$ cat src/rtl/fht_addr_gen_if.sv
// Control and memory-address bundle of the FHT address generator.
// The master side is the generator; the slave side is the FHT control and memories.
interface fht_addr_gen_if #(
    parameter int unsigned A_BIT = 8
);
    logic             start;
    logic             busy;
    logic             done;
    logic             rd_bank;
    logic [A_BIT-1:0] rd_addr1;
    logic [A_BIT-1:0] rd_addr2;
    logic [A_BIT-1:0] rd_addr0;
    logic             rd_en12;
    logic             rd_en0;
    logic [A_BIT-2:0] tw_addr;
    logic             wr_en;
    logic [A_BIT-1:0] wr_addr0;
    logic [A_BIT-1:0] wr_addr1;
    logic [3:0]       stage;
    logic             res_bank;

    modport master (
        input  start,
        output busy, done, rd_bank, rd_addr1, rd_addr2, rd_addr0, rd_en12, rd_en0,
               tw_addr, wr_en, wr_addr0, wr_addr1, stage, res_bank
    );

    modport slave (
        output start,
        input  busy, done, rd_bank, rd_addr1, rd_addr2, rd_addr0, rd_en12, rd_en0,
               tw_addr, wr_en, wr_addr0, wr_addr1, stage, res_bank
    );
endinterface

$ cat src/rtl/fht_addr_gen.sv
// Stage/butterfly sequencer for an in-place radix-2 FHT: issues read, twiddle
// and write-back addresses for every butterfly of every stage.
module fht_addr_gen #(
    parameter int unsigned A_BIT  = 8,
    parameter int unsigned WR_LAT = 3
) (
    input  logic           clk,
    input  logic           rst,
    fht_addr_gen_if.master bus
);
    localparam int unsigned AW = A_BIT;
    localparam int unsigned JW = A_BIT - 1;
    localparam int unsigned TW = A_BIT - 1;
    localparam int unsigned SW = 4;
    localparam int unsigned DW = (WR_LAT > 1) ? $clog2(WR_LAT) : 1;
    localparam logic [JW-1:0] J_LAST = '1;
    localparam logic [SW-1:0] S_LAST = SW'(A_BIT - 1);
    localparam logic [DW-1:0] D_LAST = DW'(WR_LAT - 1);

    typedef enum logic [1:0] {IDLE, RUN, DRAIN, DONE} state_t;

    typedef struct packed {
        logic          en;
        logic [AW-1:0] a0;
        logic [AW-1:0] a1;
    } wb_t;

    state_t        state, state_nxt;
    logic [SW-1:0] s, s_nxt;
    logic [JW-1:0] j, j_nxt;
    logic [DW-1:0] d, d_nxt;
    wb_t           cur, cur_nxt;
    wb_t           dl [WR_LAT];
    logic [AW-1:0] a2_q, a2_nxt;
    logic [TW-1:0] tw_q, tw_nxt;
    logic          busy_q, busy_nxt;
    logic          done_q, done_nxt;
    logic [AW-1:0] jx, h, mask, k, b;
    logic [SW-1:0] tw_sh;

    // Next-state: N/2 issue cycles then WR_LAT drain cycles per stage.
    always_comb begin
        state_nxt = state;
        s_nxt     = s;
        j_nxt     = j;
        d_nxt     = d;
        case (state)
            IDLE: begin
                if (bus.start) begin
                    state_nxt = RUN;
                    s_nxt     = '0;
                    j_nxt     = '0;
                end
            end
            RUN: begin
                if (j == J_LAST) begin
                    state_nxt = DRAIN;
                    d_nxt     = '0;
                end else begin
                    j_nxt = j + JW'(1);
                end
            end
            DRAIN: begin
                if (d == D_LAST) begin
                    j_nxt = '0;
                    if (s == S_LAST) begin
                        state_nxt = DONE;
                    end else begin
                        state_nxt = RUN;
                        s_nxt     = s + SW'(1);
                    end
                end else begin
                    d_nxt = d + DW'(1);
                end
            end
            DONE:    state_nxt = IDLE;
            default: state_nxt = IDLE;
        endcase
    end

    // Butterfly addresses for the upcoming cycle, so they register with the state.
    always_comb begin
        jx       = AW'(j_nxt);
        h        = AW'(1) << s_nxt;
        mask     = h - AW'(1);
        k        = jx & mask;
        b        = (jx >> s_nxt) << (s_nxt + SW'(1));
        tw_sh    = S_LAST - s_nxt;
        cur_nxt  = '0;
        a2_nxt   = '0;
        tw_nxt   = '0;
        busy_nxt = (state_nxt == RUN) || (state_nxt == DRAIN);
        done_nxt = (state_nxt == DONE);
        if (state_nxt == RUN) begin
            cur_nxt.en = 1'b1;
            cur_nxt.a0 = b + k;
            cur_nxt.a1 = b + h + k;
            a2_nxt     = b + h + ((h - k) & mask);
            tw_nxt     = TW'(k << tw_sh);
        end
    end

    always_ff @(posedge clk) begin
        if (rst) begin
            state  <= IDLE;
            s      <= '0;
            j      <= '0;
            d      <= '0;
            cur    <= '0;
            a2_q   <= '0;
            tw_q   <= '0;
            busy_q <= 1'b0;
            done_q <= 1'b0;
            for (int unsigned i = 0; i < WR_LAT; i++) dl[i] <= '0;
        end else begin
            state  <= state_nxt;
            s      <= s_nxt;
            j      <= j_nxt;
            d      <= d_nxt;
            cur    <= cur_nxt;
            a2_q   <= a2_nxt;
            tw_q   <= tw_nxt;
            busy_q <= busy_nxt;
            done_q <= done_nxt;
            // Stage 0 of the line doubles as the X0 read, one cycle after X1/X2.
            dl[0] <= cur;
            for (int unsigned i = 1; i < WR_LAT; i++) dl[i] <= dl[i-1];
        end
    end

    assign bus.busy     = busy_q;
    assign bus.done     = done_q;
    assign bus.rd_bank  = s[0];
    assign bus.rd_addr1 = cur.a1;
    assign bus.rd_addr2 = a2_q;
    assign bus.rd_en12  = cur.en;
    assign bus.tw_addr  = tw_q;
    assign bus.rd_en0   = dl[0].en;
    assign bus.rd_addr0 = dl[0].a0;
    assign bus.wr_en    = dl[WR_LAT-1].en;
    assign bus.wr_addr0 = dl[WR_LAT-1].a0;
    assign bus.wr_addr1 = dl[WR_LAT-1].a1;
    assign bus.stage    = s;
    assign bus.res_bank = 1'(A_BIT % 2);
endmodule
$ cat src/flat_wrapper.sv
// flat-port wrapper written by rule: the top's interface ports become plain ports
module fht_addr_gen_flat 
#(
    parameter int unsigned A_BIT  = 8,
    parameter int unsigned WR_LAT = 3
)
  (clk, rst, bus_start, bus_busy, bus_done, bus_rd_bank, bus_rd_addr1, bus_rd_addr2, bus_rd_addr0, bus_rd_en12, bus_rd_en0, bus_tw_addr, bus_wr_en, bus_wr_addr0, bus_wr_addr1, bus_stage, bus_res_bank);
  fht_addr_gen_if #(.A_BIT(A_BIT)) bus_i ();
  input  logic clk;
  input  logic rst;
  input wire logic [$bits(bus_i.start)-1:0] bus_start;
  output wire logic [$bits(bus_i.busy)-1:0] bus_busy;
  output wire logic [$bits(bus_i.done)-1:0] bus_done;
  output wire logic [$bits(bus_i.rd_bank)-1:0] bus_rd_bank;
  output wire logic [$bits(bus_i.rd_addr1)-1:0] bus_rd_addr1;
  output wire logic [$bits(bus_i.rd_addr2)-1:0] bus_rd_addr2;
  output wire logic [$bits(bus_i.rd_addr0)-1:0] bus_rd_addr0;
  output wire logic [$bits(bus_i.rd_en12)-1:0] bus_rd_en12;
  output wire logic [$bits(bus_i.rd_en0)-1:0] bus_rd_en0;
  output wire logic [$bits(bus_i.tw_addr)-1:0] bus_tw_addr;
  output wire logic [$bits(bus_i.wr_en)-1:0] bus_wr_en;
  output wire logic [$bits(bus_i.wr_addr0)-1:0] bus_wr_addr0;
  output wire logic [$bits(bus_i.wr_addr1)-1:0] bus_wr_addr1;
  output wire logic [$bits(bus_i.stage)-1:0] bus_stage;
  output wire logic [$bits(bus_i.res_bank)-1:0] bus_res_bank;
  assign bus_i.start = bus_start;
  assign bus_busy = bus_i.busy;
  assign bus_done = bus_i.done;
  assign bus_rd_bank = bus_i.rd_bank;
  assign bus_rd_addr1 = bus_i.rd_addr1;
  assign bus_rd_addr2 = bus_i.rd_addr2;
  assign bus_rd_addr0 = bus_i.rd_addr0;
  assign bus_rd_en12 = bus_i.rd_en12;
  assign bus_rd_en0 = bus_i.rd_en0;
  assign bus_tw_addr = bus_i.tw_addr;
  assign bus_wr_en = bus_i.wr_en;
  assign bus_wr_addr0 = bus_i.wr_addr0;
  assign bus_wr_addr1 = bus_i.wr_addr1;
  assign bus_stage = bus_i.stage;
  assign bus_res_bank = bus_i.res_bank;
  fht_addr_gen #(.A_BIT(A_BIT), .WR_LAT(WR_LAT)) u_core (.clk(clk), .rst(rst), .bus(bus_i));
endmodule
$ cat config.mk
export PLATFORM = sky130hd
export DESIGN_NAME = fht_addr_gen_flat
export DESIGN_NICKNAME = d
export VERILOG_FILES = /design/src/rtl/fht_addr_gen_if.sv /design/src/rtl/fht_addr_gen.sv /design/src/flat_wrapper.sv
export SDC_FILE = /design/constraint.sdc
export NUM_CORES = 1
export LEC_CHECK = 0
export ABC_AREA = 1
export CORE_ASPECT_RATIO = 1.2
export CORE_MARGIN = 2
export CORE_UTILIZATION = 35
export DETAILED_ROUTE_END_ITERATION = 10
export SLEW_MARGIN = 10
export SYNTH_ARGS = -nofsm -noshare
export SYNTH_HDL_FRONTEND = slang
export SYNTH_SLANG_ARGS = --single-unit
$ cat constraint.sdc
create_clock -name clk -period 10.22 [get_ports clk]
set_input_delay 1.533 -clock clk [delete_from_list [all_inputs] [get_ports clk]]
set_output_delay 1.533 -clock clk [all_outputs]
set_load 0.02 [all_outputs]
==> flow_metrics.tcl <==
set metrics [dict create \
    synth_top_family_by_area "simple AND/OR/NAND/NOR gates" \
    die_w_um 121 \
    syn-cell-area_sq_um 5770 \
    n_fill_cell 1751 \
    cts.path.max_buffers 2 \
    cts_hold_buf 0 \
    synthDistinctLibCells 45 \
    drive_gt1_share_pct 8.14 \
    insertion_delay_ps 350 \
    swShare_pct 25.5 \
    ant_nets 0 \
    p_sw_w 0.000199 \
    setup_viol 0 \
    syn_to_final_growth_pct 14.6 \
    placement.io_buffers 59 \
    synthSimpleGateAreaFrac_pct 26.1 \
    num_io_pins 61 \
    insertedDiodeCount 0 \
    timing.final.crit_share_pct 61.7 \
    synth-xor-area-share_pct 1.06 \
    final_cell_area_sq_um 6620 \
    cp.arrival_ps 6550 \
    pwr-share-seq_pct 50.9 \
    period_minus_slack_ps 6300 \
    fin_util_pct 40.8 \
    dp_hpwl_um 10300 \
    path_common_cell "nor2_1" \
    grt_pass1_vias 4440 \
    grt_use_total_pct 15.9 \
    worst_pin_slew_ps 684 \
    drv_cap 0 \
    htreeDepth 3 \
    relSlewSlack_pct 54.4 \
    synthMuxAreaShare_pct 0 \
    grt_max_degree 70 \
    final_nets 895 \
    finalHoldViolCount 0 \
    drt_first_pass_iters 5 \
    p_per_area_nw_per_um2 118 \
    start_kind "primary input" \
    grt_pass1_wl_um 21900 \
    ys_ff_latch 100 \
    power_frac_clock_pct 42.6 \
    seq_area_frac_synth_pct 34.7 \
    syn_inst 819 \
    route.vias.total 4843 \
    antenna_found_initial 0 \
    irDropWorstVdd_v 0.0000794 \
    placed_cell_area_sq_um 6330 \
    power_w 0.000780 \
    p_leak_nw 2.91 \
    status "completed" \
    rsz0062_at_grt "no" \
    comb_power_share_pct 6.5 \
    yosys_warnings 0 \
    finalWirelength_um 13400 \
    path_clk_slew_ps 70 \
    timing.fmax_ghz 0.159 \
    drt_iter0_markers 298 \
    ctsRootBufferMaster "clkbuf_16" \
    remaining_drc_errors 0 \
    slowest_delay_ps 490 \
    die_y_um 145 \
    multi_input_area_sq_um 2870 \
    skew_ps 10.2 \
    gp_congestion 0.881 \
    syn_avg_cell_area_sq_um 7.05 \
    crit_fanout 15 \
    fin_setup_tns_ps 0 \
    crit_slowest_cell "clkdlybuf4s50_1" \
    cts_buffers 9 \
    syn_nets 871 \
    rows 51 \
    cp-end-kind "register" \
    synth-compound-area-share_pct 11.2 \
    cts.sinks 100 \
    overflow 0 \
    drv_slew 0 \
    hold_path_class "register to register" \
    cts_tree "built" \
    coreArea_sq_um 16200 \
    avgRoutedWirePerCell_um 12.6 \
    intPower_w 0.000581 \
    die_area_sq_um 17500 \
    path_class "primary input to register" \
    cts.repair.resized 0 \
    required_ps 10470 \
    start_util_pct 35.6 \
    synthAdderAreaFrac_pct 11.3 \
    vias_per_cell 4.57 \
    postCtsSetupRepairBufs 0 \
    seq_area_sq_um 2000 \
]
==> synth_stat cells (all sizes together) <==
library cell  count  area share (%)
a211oi            1            0.13
a21oi            50             4.5
o211ai            1            0.13
o2111ai           1            0.15
conb              1           0.065
ha               44             9.5
o21bai            3            0.39
nand3            52             4.7
buf              38             4.8
nor3              8            0.69
xnor2             3            0.46
a41oi             1            0.15
nand4             3            0.33
dfxtp           100              35
xor2              4            0.61
a221o             1            0.17
a21o              3            0.39
inv             156              10
or2               4            0.43
o221ai            1            0.15
nor2            144              10
nand3b            2            0.26
a22oi             2            0.26
o22ai             3            0.33
a31oi             5            0.54
nand2           130             9.5
o31ai             2            0.26
o21ai            41             3.7
clkbuf           10            0.65
fa                5             1.7
==> metal layers <==
metal	part of all wire (%)	GRT usage, %	vias up
met4	2.4	5.69	0
met2	47	27.5	107
li1	-	-	2568
met3	3.9	2.98	21
met5	0	0	-
met1	46	19.9	2147
==> power by group through the flow <==
stage                     sequential, W  clock [W]  combinational [W]
final                          0.000397   0.000332          0.0000506
after global routing           0.000397   0.000360          0.0000580
after CTS                      0.000397   0.000344          0.0000511
after detailed placement       0.000406          0          0.0000511
after global placement         0.000406          0          0.0000514
after floorplan                0.000407          0          0.0000337
==> critical path, delay by kind of cell <==
| family | cells | cell delay (ps) |
|---|---|---|
| AOI/OAI and AO/OA | 5 | 770 |
| and+or+nand+nor | 19 | 2120 |
| buffers and inverters | 9 | 1220 |
| adders and majority gates | 3 | 880 |
==> metrics by stage <==
step	setup slack [ps]	hold WS [ps]	instances
detailed placement	3560	392	1044
global route	3050	410	1060
floorplan	4690	388	819
global placement	3650	389	1044
CTS	3900	400	1060
finish	3920	397	1060
==> final cells by class <==
class | instances | share of cell area [%]
multi-input combinational | 515 | 43.4
tap | 212 | 4.01
timing repair buffer | 61 | 9.08
inverter | 156 | 8.93
clock inverter | 6 | 0.908
clock buffer | 10 | 3.46
sequential | 100 | 30.3
==> worst paths after layout <==
path                            cells after the start                     end  slack [ps]            start
worst max-delay path                               36  u_core.bus.rd_addr2[7]        3920        bus_start
worst min-delay path                                2         u_core.dl[0][8]         400    u_core.cur[8]
worst max register to register                     37  u_core.bus.rd_addr2[7]        4760  u_core.state[0]
worst min register to register                      2         u_core.dl[0][8]         400    u_core.cur[8]
==> sequential cells by signal, summed over array words and instances (netlist names) <==
name / cells
u_core.dl: 51
u_core.j: 7
u_core.bus.rd_en12: 1
u_core.bus.rd_addr1: 8
u_core.bus.done: 1
u_core.cur: 8
u_core.bus.tw_addr: 7
u_core.bus.stage: 4
u_core.state: 2
u_core.bus.busy: 1
u_core.d: 2
u_core.bus.rd_addr2: 8
==> placed cells by master (no fill, tap or decap), types with 3 or more instances in the layout <==
| cell type | n |
|---|---|
| a21o_1 | 3 |
| a21oi_1 | 48 |
| a31oi_1 | 5 |
| clkbuf_16 | 9 |
| clkdlybuf4s50_1 | 58 |
| dfxtp_1 | 100 |
| fa_1 | 5 |
| ha_1 | 44 |
| inv_1 | 139 |
| inv_2 | 15 |
| nand2_1 | 114 |
| nand2_2 | 12 |
| nand2_4 | 4 |
| nand3_1 | 50 |
| nand4_1 | 3 |
| nor2_1 | 134 |
| nor2_2 | 7 |
| nor3_1 | 8 |
| o21ai_0 | 28 |
| o21ai_1 | 11 |
| o21bai_1 | 3 |
| o22ai_1 | 3 |
| xnor2_1 | 3 |
| xor2_1 | 4 |
==> cells by family (layout without fill, tap and decap cells) <==
family / count (synthesis) / in the layout
simple gates: 343 / 343
buf+inv: 204 / 233
compound gates: 115 / 115
flops: 100 / 100
fa+ha+maj: 49 / 49
xor+xnor: 7 / 7
other cells: 1 / 1
Power figures use the tool's default switching activity.
